[config.mk]
export PLATFORM = sky130hd
export DESIGN_NAME = rename_map_table
export DESIGN_NICKNAME = d
export VERILOG_FILES = /design/src/rtl/rat_pkg.sv /design/src/rtl/rat_ckpt_queue.sv /design/src/rtl/rename_map_table.sv
export SDC_FILE = /design/constraint.sdc
export NUM_CORES = 2
export LEC_CHECK = 0
export CAP_MARGIN = 5
export CELL_PAD_IN_SITES_DETAIL_PLACEMENT = 0
export CELL_PAD_IN_SITES_GLOBAL_PLACEMENT = 2
export CORE_MARGIN = 2
export CORE_UTILIZATION = 35
export CTS_CLUSTER_DIAMETER = 100
export DETAILED_ROUTE_END_ITERATION = 10
export DONT_BUFFER_PORTS = 1
export PLACE_DENSITY_LB_ADDON = 0.05
export RECOVER_POWER = 100
export SLEW_MARGIN = 5
export SYNTH_ARGS = -nofsm -noshare
export SYNTH_HDL_FRONTEND = slang
export SYNTH_SLANG_ARGS = --single-unit
export TNS_END_PERCENT = 50
[constraint.sdc]
create_clock -name clk -period 6.2 [get_ports clk]
set_input_delay 0.93 -clock clk [delete_from_list [all_inputs] [get_ports clk]]
set_output_delay 0.93 -clock clk [all_outputs]
set_load 0.02 [all_outputs]
[src/rtl/rat_pkg.sv]
`default_nettype none
// ---------------------------------------------------------------------------
// rat_pkg : shared types and reset value for the rename map table
// Rev 1.0
// ---------------------------------------------------------------------------
package rat_pkg;

  localparam int RAT_PREG_NUM = 64;
  localparam int RAT_PW       = $clog2(RAT_PREG_NUM);
  localparam int RAT_CKPT_NUM = 4;
  localparam int RAT_CKW      = $clog2(RAT_CKPT_NUM);
  localparam int RAT_LREG_NUM = 32;

  typedef logic [RAT_PW-1:0]                  preg_t;
  typedef logic [RAT_CKW-1:0]                 ckpt_id_t;
  typedef preg_t [RAT_LREG_NUM-1:0]           rat_t;

  // Identity map: logical r -> physical r
  function automatic rat_t rat_reset_value();
    rat_t v;
    for (int r = 0; r < RAT_LREG_NUM; r++) begin
      v[r] = preg_t'(r);
    end
    return v;
  endfunction

endpackage
`default_nettype wire

[src/rtl/rat_ckpt_queue.sv]
`default_nettype none
// ---------------------------------------------------------------------------
// rat_ckpt_queue : circular queue of map-table snapshots for branches
// Rev 1.0
// ---------------------------------------------------------------------------
module rat_ckpt_queue
  import rat_pkg::*;
#(
  parameter int CKPT_NUM = RAT_CKPT_NUM,
  parameter int CKW      = $clog2(CKPT_NUM)
) (
  input  logic           clk,
  input  logic           rst_n,
  input  logic           alloc_i,
  input  rat_t           alloc_rat_i,
  input  logic           free_i,
  input  logic           truncate_i,
  input  logic [CKW-1:0] truncate_id_i,
  input  logic           clear_i,
  input  logic [CKW-1:0] read_id_i,
  output rat_t           read_rat_o,
  output logic           full_o,
  output logic           empty_o,
  output logic [CKW-1:0] tail_id_o
);

  logic [CKW:0]   r_head;
  logic [CKW:0]   r_tail;
  logic [CKW:0]   w_head_n;
  logic [CKW-1:0] w_dist;
  logic           w_free;
  rat_t           r_snap [CKPT_NUM];

  assign empty_o    = (r_head == r_tail);
  assign full_o     = (r_head[CKW] != r_tail[CKW]) && (r_head[CKW-1:0] == r_tail[CKW-1:0]);
  assign tail_id_o  = r_tail[CKW-1:0];
  assign read_rat_o = r_snap[read_id_i];

  assign w_free   = free_i && !empty_o;
  assign w_head_n = w_free ? r_head + (CKW+1)'(1) : r_head;
  // Distance of the restored slot from head; rebuilds the wrap bit of tail
  assign w_dist   = truncate_id_i - r_head[CKW-1:0];

  always_ff @(posedge clk or negedge rst_n) begin
    if (!rst_n) begin
      r_head <= '0;
      r_tail <= '0;
      for (int k = 0; k < CKPT_NUM; k++) begin
        r_snap[k] <= rat_reset_value();
      end
    end else begin
      if (clear_i) begin
        r_tail <= r_head;
      end else begin
        r_head <= w_head_n;
        if (truncate_i) begin
          r_tail <= (w_free && w_dist == '0) ? w_head_n : r_head + {1'b0, w_dist};
        end else if (alloc_i) begin
          r_tail <= r_tail + (CKW+1)'(1);
        end
      end
      if (alloc_i && !clear_i && !truncate_i) begin
        r_snap[r_tail[CKW-1:0]] <= alloc_rat_i;
      end
    end
  end

  a_no_free_when_empty: assert property (@(posedge clk) disable iff (!rst_n) !(free_i && empty_o));

endmodule
`default_nettype wire

[src/rtl/rename_map_table.sv]
`default_nettype none
// ---------------------------------------------------------------------------
// rename_map_table : speculative RAT with branch checkpoints and arch shadow
// Rev 1.0
// ---------------------------------------------------------------------------
module rename_map_table
  import rat_pkg::*;
#(
  parameter int PHY_REG_NUM  = RAT_PREG_NUM,
  parameter int RENAME_WIDTH = 2,
  parameter int COMMIT_WIDTH = 2,
  parameter int CKPT_NUM     = RAT_CKPT_NUM,
  parameter int PW           = $clog2(PHY_REG_NUM),
  parameter int CKW          = $clog2(CKPT_NUM)
) (
  input  logic                             clk,
  input  logic                             rst_n,
  input  logic [RENAME_WIDTH-1:0]          rename_valid_i,
  input  logic [RENAME_WIDTH-1:0][4:0]     src0_i,
  input  logic [RENAME_WIDTH-1:0][4:0]     src1_i,
  input  logic [RENAME_WIDTH-1:0]          dest_valid_i,
  input  logic [RENAME_WIDTH-1:0][4:0]     dest_i,
  input  logic [RENAME_WIDTH-1:0][PW-1:0]  preg_i,
  input  logic [RENAME_WIDTH-1:0]          ckpt_req_i,
  output logic                             ready_o,
  output logic [RENAME_WIDTH-1:0][PW-1:0]  psrc0_o,
  output logic [RENAME_WIDTH-1:0][PW-1:0]  psrc1_o,
  output logic [RENAME_WIDTH-1:0][PW-1:0]  ppdst_o,
  output logic [CKW-1:0]                   ckpt_id_o,
  input  logic                             ckpt_free_i,
  input  logic                             restore_i,
  input  logic [CKW-1:0]                   restore_id_i,
  input  logic [COMMIT_WIDTH-1:0]          commit_valid_i,
  input  logic [COMMIT_WIDTH-1:0][4:0]     commit_dest_i,
  input  logic [COMMIT_WIDTH-1:0][PW-1:0]  commit_preg_i,
  input  logic                             flush_i,
  output logic [31:0][PW-1:0]              arch_rat_o
);

  rat_t r_spec;
  rat_t r_arch;
  rat_t w_arch_n;
  rat_t w_snap_rat;
  rat_t w_restore_rat;
  rat_t w_stage [RENAME_WIDTH+1];
  logic w_full;
  logic w_empty;
  logic w_ready;
  logic w_alloc;

  assign w_ready    = !((|ckpt_req_i) && w_full) && !restore_i && !flush_i;
  assign w_alloc    = w_ready && (|ckpt_req_i);
  assign ready_o    = w_ready;
  assign arch_rat_o = r_arch;

  // Source/old-dest lookup with bypass from older instructions in the group.
  // r0 is never written, so the table entry for r0 stays 0.
  always_comb begin
    psrc0_o = '0;
    psrc1_o = '0;
    ppdst_o = '0;
    for (int i = 0; i < RENAME_WIDTH; i++) begin
      psrc0_o[i] = r_spec[src0_i[i]];
      psrc1_o[i] = r_spec[src1_i[i]];
      ppdst_o[i] = r_spec[dest_i[i]];
      for (int j = 0; j < RENAME_WIDTH; j++) begin
        if (j < i && dest_valid_i[j] && dest_i[j] != 5'd0) begin
          if (dest_i[j] == src0_i[i]) psrc0_o[i] = preg_i[j];
          if (dest_i[j] == src1_i[i]) psrc1_o[i] = preg_i[j];
          if (dest_i[j] == dest_i[i]) ppdst_o[i] = preg_i[j];
        end
      end
    end
  end

  // Stage k+1 holds the map with instructions 0..k applied (WAW: later wins)
  always_comb begin
    w_stage[0] = r_spec;
    for (int i = 0; i < RENAME_WIDTH; i++) begin
      w_stage[i+1] = w_stage[i];
      if (rename_valid_i[i] && dest_valid_i[i] && dest_i[i] != 5'd0) begin
        w_stage[i+1][dest_i[i]] = preg_i[i];
      end
    end
    w_snap_rat = w_stage[RENAME_WIDTH];
    for (int k = 0; k < RENAME_WIDTH; k++) begin
      if (ckpt_req_i[k]) w_snap_rat = w_stage[k+1];
    end
  end

  always_comb begin
    w_arch_n = r_arch;
    for (int c = 0; c < COMMIT_WIDTH; c++) begin
      if (commit_valid_i[c] && commit_dest_i[c] != 5'd0) begin
        w_arch_n[commit_dest_i[c]] = commit_preg_i[c];
      end
    end
  end

  rat_ckpt_queue #(
    .CKPT_NUM (CKPT_NUM),
    .CKW      (CKW)
  ) u_ckpt_queue (
    .clk           (clk),
    .rst_n         (rst_n),
    .alloc_i       (w_alloc),
    .alloc_rat_i   (w_snap_rat),
    .free_i        (ckpt_free_i && !flush_i),
    .truncate_i    (restore_i && !flush_i),
    .truncate_id_i (restore_id_i),
    .clear_i       (flush_i),
    .read_id_i     (restore_id_i),
    .read_rat_o    (w_restore_rat),
    .full_o        (w_full),
    .empty_o       (w_empty),
    .tail_id_o     (ckpt_id_o)
  );

  always_ff @(posedge clk or negedge rst_n) begin
    if (!rst_n) begin
      r_spec <= rat_reset_value();
      r_arch <= rat_reset_value();
    end else begin
      r_arch <= w_arch_n;
      if (flush_i) begin
        r_spec <= w_arch_n;
      end else if (restore_i) begin
        r_spec <= w_restore_rat;
      end else if (w_ready) begin
        r_spec <= w_stage[RENAME_WIDTH];
      end
    end
  end

endmodule
`default_nettype wire

==> flow_metrics.py <==
metrics = {
    "status": {
        "outcome": "finished, violations left",
        "violations": "capacitance limit, slew limit",
    },
    "critical_path": {
        "crit_family": "buffers and inverters",
        "crit_chain": "xor2_1, nor3_1, nor3_1, nand2_1, clkbuf_1, mux2_2",
        "worstPathArrival_ps": 5760,
        "r2r_cells": 6,
        "cp.buffers_inverters": 1,
        "crit_top_cell": "nor3_1",
        "timing.rr.start": "u_ckpt_queue.r_tail[1]$_DFFE_PN0P_",
        "worst-setup-path-type": "reg -> reg",
        "crit_path_max_fanout": 33,
        "end_kind": "flop",
        "slowest_delay_ps": 2050,
        "cp.depth": 6,
        "worst_path_max_delay_cell": "clkbuf_1",
        "start_kind": "flop",
        "critPathRequiredTime_ps": 6900,
        "critPathLaunch": "u_ckpt_queue.r_tail[1]$_DFFE_PN0P_",
        "rrSetupSlack_ps": 1140,
        "reg2reg_to": "u_ckpt_queue.r_snap[280]$_DFFE_PN0P_",
    },
    "sta": {
        "fmax_mhz": 198,
        "worstMarginPinSlew_ps": 3680,
        "finalClockSkew_ps": 29.5,
        "min_period_ps": 5060,
        "slew_violations": 587,
        "tns_ps": 0,
        "hold_viol": 0,
        "period_share": 0.816,
        "slew_headroom": -1.45,
        "setup_viol": 0,
        "rsz0062_at_grt": "false",
    },
    "final_layout": {
        "nets": 5501,
        "final_design_area_no_fill_sq_um": 74800,
        "drive_gt1_frac": 0.361,
        "synthToLayoutAreaGrowth_pct": 9.45,
    },
    "yosys": {
        "synthXorXnorAreaFrac": 0.00308,
        "yosysWarnings": 0,
        "synth_area_sq_um": 68300,
        "synth-simple-area-share": 0.0719,
        "synth_edf_count": 0,
        "postSynthCellCount": 5773,
        "netlist_top_cells_area": "dfrtp_1 25%, dfstp_2 18%, mux4_2 16%, mux2_2 12%, mux2i_1 4.0%",
        "syn_nets": 5860,
        "synthMuxAreaShare": 0.337,
        "synth_top_family_by_area": "multiplexers",
        "yosysSeqAreaShare": 0.433,
        "avgSynthCellArea_sq_um": 11.8,
        "synth_compound_area_frac": 0.114,
        "synthAdderAreaFrac": 0.00157,
        "yosys.area.top_type_share": 0.248,
        "yosysTopAreaCell": "dfrtp_1",
        "synthArstFlopShare": 1.00,
        "synth_seq_cells": 1158,
        "synth_ff_type": "dfrtp_1",
        "yosysUniqueCellTypes": 76,
    },
    "clocking": {
        "cts_resized": 0,
        "clkLatencyLatePin_ps": 840,
        "cts_buffers": 147,
        "ctsHoldBuffers": 2,
        "path_clk_slew_ps": 60,
        "ctsRootBufferMaster": "clkbuf_16",
        "cts_tree": "built",
        "clockBufferDepth": 3,
        "clock_sinks": 1158,
        "htreeDepth": 4,
        "cts_setup_buffers": 0,
    },
    "placement": {
        "post-dp-hpwl_um": 197000,
        "io_buffer_count": 0,
        "placed_area_sq_um": 70100,
        "place_congestion": 0.956,
    },
    "floorplanning": {
        "top_level_ports": 310,
        "rows": 162,
        "design.die.area_sq_um": 199000,
        "start_util": 0.352,
        "core_sq_um": 194000,
        "die_y_um": 446,
        "die_w_um": 446,
    },
    "grt": {
        "grt_pass1_wl_um": 441000,
        "track_usage": 0.317,
        "grt_pass1_vias": 51200,
        "grt.overflow.total": 0,
        "antenna_found_initial": 23,
        "grt_max_degree": 235,
    },
    "drt": {
        "drt.antenna.violating_nets": 0,
        "firstDrtPassIters": 8,
        "wirelength_um": 319000,
        "route.detailed.drc": 0,
        "drt_iter0_drc": 5602,
        "vias": 51800,
        "wire_per_inst_um": 39.4,
        "vias_per_cell": 6.40,
    },
    "run": {
        "maxCapViolations": 17,
    },
    "power": {
        "peakVddDrop_v": 0.000302,
        "p_leak_uw": 0.0298,
        "powerDensity_nw_per_um2": 469,
        "finalPower_uw": 35100,
    },
    "min_path": {
        "min_path_type": "in -> async",
    },
}
sequential cells by signal (all words and copies together), names as in the netlist:
name and count:
u_ckpt_queue.r_head 3, u_ckpt_queue.r_snap 768, arch_rat_o 192, u_ckpt_queue.r_tail 3, r_spec 192
layout by cell type, fill, tap and decap left out, types with 12 or more instances in the layout:
| cell | instances |
|---|---|
| inv_1 | 12 |
| clkbuf_8 | 35 |
| a31oi_1 | 231 |
| nand2_1 | 226 |
| or2_0 | 17 |
| mux2i_1 | 276 |
| a21oi_1 | 410 |
| xnor2_1 | 14 |
| mux4_2 | 499 |
| nor2_2 | 16 |
| clkinv_2 | 23 |
| diode_2 | 14 |
| clkbuf_1 | 75 |
| nor2b_1 | 14 |
| nand3_1 | 149 |
| dfstp_2 | 399 |
| dfstp_1 | 81 |
| or2_2 | 12 |
| mux2_2 | 726 |
| clkbuf_16 | 148 |
| o211ai_1 | 81 |
| dfrtp_1 | 678 |
| buf_4 | 54 |
| nor2_1 | 559 |
| buf_12 | 14 |
| o21ai_0 | 286 |
| a22oi_1 | 130 |
| a221oi_1 | 106 |
| mux2_1 | 74 |
cells by family (layout without fill, tap and decap cells):
family / count (synthesis) / count (layout)
multiplexers: 1575 / 1575
AO/OA/AOI/OAI: 1289 / 1289
flip-flops: 1158 / 1158
AND/OR/NAND/NOR: 1090 / 1090
buffers and inverters: 629 / 392
XOR/XNOR: 24 / 24
adder cells (fa/ha/maj): 8 / 8
other: 0 / 14
cell usage after synthesis, types with 51 or more instances:
cell type	n
nor2_1	559
o211ai_1	81
mux2i_1	276
a221oi_1	106
nand2_1	224
mux4_2	499
dfstp_2	480
a31oi_1	231
buf_1	51
nand3_1	149
a22oi_1	130
mux2_2	746
mux2_1	54
o21ai_0	276
clkbuf_1	366
a21oi_1	410
dfrtp_1	678
buf_2	170
worst max path at each step:
stage                                                 endpoint
after detailed placement                            psrc1_o[7]
after global placement                              psrc1_o[7]
after global routing      u_ckpt_queue.r_snap[513]$_DFFE_PN0P_
after floorplan                                     psrc0_o[2]
after CTS                                           psrc0_o[9]
final                     u_ckpt_queue.r_snap[280]$_DFFE_PN0P_
worst register-to-register path, cell delays in order, from the launching register on:
cell	delay (ps)
dfrtp_1	530
xor2_1	220
nor3_1	520
nor3_1	190
nand2_1	860
clkbuf_1	2080
mux2_2	540
power by group:
group	internal (uW)	switching, uW	total (uW)
clock network	5090	3640	8730
logic	5620	5070	10700
registers	11600	4120	15700
cell type report:
type | count | area, sq um
Clock buffer | 229 | 4360
Fill cell | 18600 | 120000
Antenna cell | 14 | 35.0
Clock inverter | 42 | 460
Timing Repair Buffer | 108 | 1010
Sequential cell | 1158 | 29600
Multi-Input combinational cell | 3986 | 36100
Tap cell | 2542 | 3180
Inverter | 13 | 48.8
per-layer routing:
metal | GRT usage | share of wire | vias up
li1 | - | - | 21200
met4 | 0.138 | 0.049 | 6
met2 | 0.501 | 0.46 | 2289
met5 | 0 | 0.00013 | -
met3 | 0.0724 | 0.075 | 547
met1 | 0.418 | 0.41 | 27700
stage by stage:
| step | worst slack (ps) | instances | hold slack [ps] | utilization |
|---|---|---|---|---|
| 6_report | 1140 | 8092 | 40.0 | 0.385 |
| 5_1_grt | 836 | 8083 | 82.2 | 0.385 |
| 4_1_cts | 1610 | 8075 | 64.5 | 0.386 |
| 3_5_place_dp | 1770 | 7802 | 478 | 0.361 |
| 3_3_place_gp | 1760 | 7802 | 469 | 0.361 |
| 2_1_floorplan | 2490 | 5773 | 459 | - |
Note: power is estimated with default switching activity, not from simulation.
